--- src/rtl/log_window_gen.sv ---
// Streaming 5x5 window generator for the LoG edge stage: four line buffers plus a
// 5x5 shift window, emitting only fully populated interior neighbourhoods.
module log_window_gen #(
    parameter int IMG_WIDTH  = 64,
    parameter int IMG_HEIGHT = 64
) (
    input  logic         clk,
    input  logic         rst_n,
    input  logic         frame_start,
    input  logic [7:0]   pixel_in,
    input  logic         pixel_valid,
    output logic [199:0] window_out,
    output logic         window_valid,
    output logic         frame_done
);

    localparam int CW = (IMG_WIDTH  > 1) ? $clog2(IMG_WIDTH)  : 1;
    localparam int RW = (IMG_HEIGHT > 1) ? $clog2(IMG_HEIGHT) : 1;

    // Handshake: pixel_in is consumed on every edge where pixel_valid=1 (no backpressure);
    // window_valid is a one-cycle strobe and the consumer must take window_out on it.

    logic [CW-1:0]  col_q, col_d, col_eff;
    logic [RW-1:0]  row_q, row_d, row_eff;
    logic [199:0]   win_q, win_d;
    logic           wv_q, wv_d;
    logic           fd_q, fd_d;

    logic [7:0]     lb0_mem [IMG_WIDTH];
    logic [7:0]     lb1_mem [IMG_WIDTH];
    logic [7:0]     lb2_mem [IMG_WIDTH];
    logic [7:0]     lb3_mem [IMG_WIDTH];
    logic [7:0]     lb0_rd, lb1_rd, lb2_rd, lb3_rd;

    always_comb begin
        col_eff = frame_start ? '0 : col_q;
        row_eff = frame_start ? '0 : row_q;

        // Combinational reads see the pre-edge contents, giving read-before-write.
        lb0_rd  = lb0_mem[col_eff];
        lb1_rd  = lb1_mem[col_eff];
        lb2_rd  = lb2_mem[col_eff];
        lb3_rd  = lb3_mem[col_eff];

        col_d   = col_eff;
        row_d   = row_eff;
        win_d   = win_q;
        wv_d    = 1'b0;
        fd_d    = 1'b0;

        if (pixel_valid) begin
            for (int r = 0; r < 5; r++) begin
                for (int c = 0; c < 4; c++) begin
                    win_d[8*(5*r+c) +: 8] = win_q[8*(5*r+c+1) +: 8];
                end
            end
            win_d[8*4  +: 8] = lb3_rd;
            win_d[8*9  +: 8] = lb2_rd;
            win_d[8*14 +: 8] = lb1_rd;
            win_d[8*19 +: 8] = lb0_rd;
            win_d[8*24 +: 8] = pixel_in;

            wv_d = (row_eff >= RW'(4)) && (col_eff >= CW'(4));
            fd_d = (row_eff == RW'(IMG_HEIGHT-1)) && (col_eff == CW'(IMG_WIDTH-1));

            if (col_eff == CW'(IMG_WIDTH-1)) begin
                col_d = '0;
                row_d = (row_eff == RW'(IMG_HEIGHT-1)) ? '0 : row_eff + RW'(1);
            end else begin
                col_d = col_eff + CW'(1);
            end
        end
    end

    always_ff @(posedge clk or negedge rst_n) begin
        if (!rst_n) begin
            col_q <= '0;
            row_q <= '0;
            win_q <= '0;
            wv_q  <= 1'b0;
            fd_q  <= 1'b0;
        end else begin
            col_q <= col_d;
            row_q <= row_d;
            win_q <= win_d;
            wv_q  <= wv_d;
            fd_q  <= fd_d;
        end
    end

    // Line buffers carry no reset; stale contents never reach a valid window.
    always_ff @(posedge clk) begin
        if (pixel_valid) begin
            lb3_mem[col_eff] <= lb2_rd;
            lb2_mem[col_eff] <= lb1_rd;
            lb1_mem[col_eff] <= lb0_rd;
            lb0_mem[col_eff] <= pixel_in;
        end
    end

    assign window_out   = win_q;
    assign window_valid = wv_q;
    assign frame_done   = fd_q;

endmodule

--- config.mk ---
export PLATFORM = sky130hd
export DESIGN_NAME = log_window_gen
export DESIGN_NICKNAME = d
export VERILOG_FILES = /design/src/rtl/log_window_gen.sv
export SDC_FILE = /design/constraint.sdc
export NUM_CORES = 2
export LEC_CHECK = 0
export CORE_MARGIN = 2
export CORE_UTILIZATION = 40
export CTS_BUF_LIST = sky130_fd_sc_hd__clkbuf_4 sky130_fd_sc_hd__clkbuf_8 sky130_fd_sc_hd__clkbuf_16
export DETAILED_ROUTE_END_ITERATION = 8
export PLACE_DENSITY = 0.57
export SETUP_SLACK_MARGIN = 0.5
export SLEW_MARGIN = 20
export SYNTH_ARGS = -nofsm -noshare
export SYNTH_HDL_FRONTEND = slang
export SYNTH_SLANG_ARGS = --single-unit
--- constraint.sdc ---
create_clock -name clk -period 4.05 [get_ports clk]
set_input_delay 0.6075 -clock clk [delete_from_list [all_inputs] [get_ports clk]]
set_output_delay 0.6075 -clock clk [all_outputs]
set_load 0.02 [all_outputs]
==> run metrics <==
Reg2Reg Depth=10; placed insts=between 8000 and 9000; starting density of the core=0.4019; Worst EP arrival=4.31 ns; CTS tree=yes; WS Path Type=reg2reg; number of global-route vias before repair=between 50000 and 60000; power density over the cells=~540 mW/mm²; Core Rows=approximately 170; minimum clock period=between 3 and 4 ns; commonest cells after routing, fill and taps aside=edfxtp_1, mux2i_1, buf_4, mux2_2, clkbuf_16; largest net degree at the start of global routing=128; # IOs=roughly 210; Reg-to-Reg Start=col_q[1]; Chip Height=about 470 µm; clk_lat worst skew=roughly 0.9 ns; fin crit share=0.9169; Highest Clock Rate=269.3 MHz; Initial DRC Count=about 8000; crit path capture type=register; syn_nets=between 5000 and 6000; RSZ-0062 raised after global routing=yes; Synth Register Bits=2262; Worst path max stage delay=roughly 0.75 ns; total gr overflow=0; Cell Area, Synth=between 0.08 and 0.09 mm²; cell chain of the critical path=buf_6 > buf_4 > nand3b_4 > buf_12 > o21ai_0 > o31ai_2 > buf_4 > o221ai_4 > or4_4 > buf_4; routed len/inst=35.87 µm; Die Width=around 470 µm; VDD IR-drop max=around 450 µV; synth warn=0; Crit. path cell count=10; crit-path max FO=22; final setup fails=0; via count=55086; hpwl dp=~190 mm; Clk pin slew, worst setup/hold paths=~0.070 ns; GR Util All Layers=0.2775; dpl cell area=approximately 0.1 mm²; delay-heaviest family, CP=buffers and inverters; via density per instance=between 6 and 7; CP bufs+invs=5; most used cell, CP=buf_4; final total power=approximately 58 mW; CTS root buf=clkbuf_16; Post-synth EDFFs=approximately 2000; worst-case headroom to the max-slew limit=0.2068; hold depth=2; Design Area, Final=roughly 0.11 mm²; Final Hold Vio Count=0; residual DRC count=0; Layout Cells excl Fill=8811; Crit path required time=4.65 ns; R2R setup slack=0.34 ns; fraction of layout cells with a size suffix above 1=0.2425; slew at the pin with the worst max-slew slack=1.185 ns; commonest non-fill, non-tap cell in the layout=edfxtp_1; ANT nets after route=0; Die Footprint=about 0.22 mm²; Longest Clk Path Bufs=3; crit path from=col_q[1]; antenna violations before repair=17; Top FF cell, synth=edfxtp_1; Port-buffer cells=213; first-pass GRT wire length=432.0 mm; syn_area_per_cell=about 17 µm²; Final GP Congestion=between 0.9 and 1; synthesis-to-finish area growth=21.54%; Core Util, Final=0.4885; Slew Limit Fails=0; CP startpoint kind=register; status=finished clean; MaxCap Viol Count=0; slowest library cell on the worst path=or4_4; TritonRoute pass-1 iters=6; Post-Syn Instances=5077; Routed WL=~320 mm; number of CTS-inserted buffers=220; leak pwr=roughly 36 nW; hold slack=roughly 0.15 ns; RR Endpoint=lb1_mem[38][2]; sequential fraction of the synthesis area=0.7578; TritonCTS sink count=about 2300; fraction of registers with async set/reset=0.09461; worst min-delay path class=in2reg; crit path to=lb1_mem[38][2]; Nets=~5700; core area=0.2195 mm²; Clock Skews=approximately 0.058 ns; H-Tree Depth=4; Synth cell types=between 80 and 90
kinds of logic (layout without fill, tap and decap cells):
family	after synthesis	in the layout	share of synthesized area
xor gates and xnor gates	9	9	0.0008934
adders and majority gates	1	1	0.0001418
muxes	777	777	0.09875
other	0	11	0
buffers and inverters	351	1200	0.02071
AOI/OAI and AO/OA	1096	1096	0.08914
and+or+nand+nor	581	584	0.03256
DFF	2262	2262	0.7578
registers in the layout (all words and copies together) (netlist names):
register and cells:
lb1_mem 512, window_out 200, lb3_mem 512, lb0_mem 512
row_q 6, frame_done 1, window_valid 1, lb2_mem 512
col_q 6
layout make-up:
cell class | count | area [µm²]
Clock inverter | 133 | 1495
Tap cell | 2871 | 3592
Clock buffer | 282 | 6126
Antenna cell | 11 | 27.53
Fill cell | 18193 | 112300
Multi-Input combinational cell | 2467 | 20600
Inverter | 9 | 43.79
Sequential cell | 2262 | 66870
Timing Repair Buffer | 776 | 8478
worst register-to-register path, delay by kind of cell, from the launching register on:
kind | cells | cell delay [ns]
flip-flops | 1 | 0.50
AO/OA/AOI/OAI | 3 | 0.82
buffers and inverters | 5 | 1.15
AND/OR/NAND/NOR | 2 | 0.94
synth_stat cells (all sizes together), types with 8 or more instances:
library cell | n | area share
a21oi | 178 | 0.010
a2111oi | 33 | 0.0034
mux2i | 492 | 0.056
nand2b | 29 | 0.0021
o21ai | 161 | 0.0091
nand3b | 52 | 0.0045
o22a | 12 | 0.0012
nor3 | 14 | 0.00085
edfxtp | 2048 | 0.70
a41oi | 8 | 0.00079
o2bb2ai | 71 | 0.0070
a311oi | 8 | 0.00079
a22oi | 67 | 0.0057
a21o | 12 | 0.0010
a211oi | 38 | 0.0032
a221oi | 67 | 0.0069
a31o | 12 | 0.0012
buf | 216 | 0.015
o221ai | 49 | 0.0049
mux2 | 234 | 0.030
a2bb2oi | 12 | 0.0012
a222oi | 35 | 0.0040
dfrtp | 214 | 0.061
nand3 | 32 | 0.0018
inv | 9 | 0.00038
a221o | 9 | 0.0010
clkbuf | 126 | 0.0054
o211ai | 8 | 0.00068
o31ai | 19 | 0.0016
nor2b | 26 | 0.0018
o22ai | 136 | 0.0096
mux4 | 51 | 0.013
a22o | 88 | 0.0087
nor2 | 183 | 0.0078
a31oi | 26 | 0.0018
nand2 | 176 | 0.0075
worst min-delay path by stage:
stage / startpoint / to
floorplan: rst_n / col_q[0]
global route: pixel_valid / window_out[33]
global placement: window_out[7] / window_out[7]
finish: pixel_valid / window_out[33]
detailed placement: window_out[126] / window_out[126]
CTS: pixel_valid / window_out[35]
power breakdown:
group / internal, mW / total [mW] / switching [mW]
clock: 12.3 / 21.5 / 9.16
combinational: 3.37 / 8.70 / 5.33
sequential: 26.9 / 27.4 / 0.533
total: 42.6 / 57.6 / 15.0
metrics by stage:
| step | worst slack (ns) | TNS, ns |
|---|---|---|
| after CTS | 0.4404 | 0 |
| after global placement | -0.4361 | -56.45 |
| final | 0.3366 | 0 |
| after detailed placement | -0.4068 | -50.27 |
| after global routing | 0.4051 | 0 |
| after floorplan | 0.3233 | 0 |
metal layers:
layer  vias to the layer above  share of wire  global-route usage
met5                         -        0.00031                   0
met4                        14          0.050              0.1196
met3                       794           0.12             0.07289
met2                      3779           0.44              0.4204
met1                     28650           0.39              0.3775
li1                      21849              -                   -
repair_timing:
action | 4_1_cts | 5_1_grt
setup endpoints to repair | 1424 | 904
buffers inserted | 30 | 2
gates cloned | 4 | 0
resized for setup | 29 | 34
hold endpoints to repair | 74 | 0
hold buffers | 1 | 0
pin swaps | 4 | 4
No activity file was read; power rests on OpenSTA's default activity.
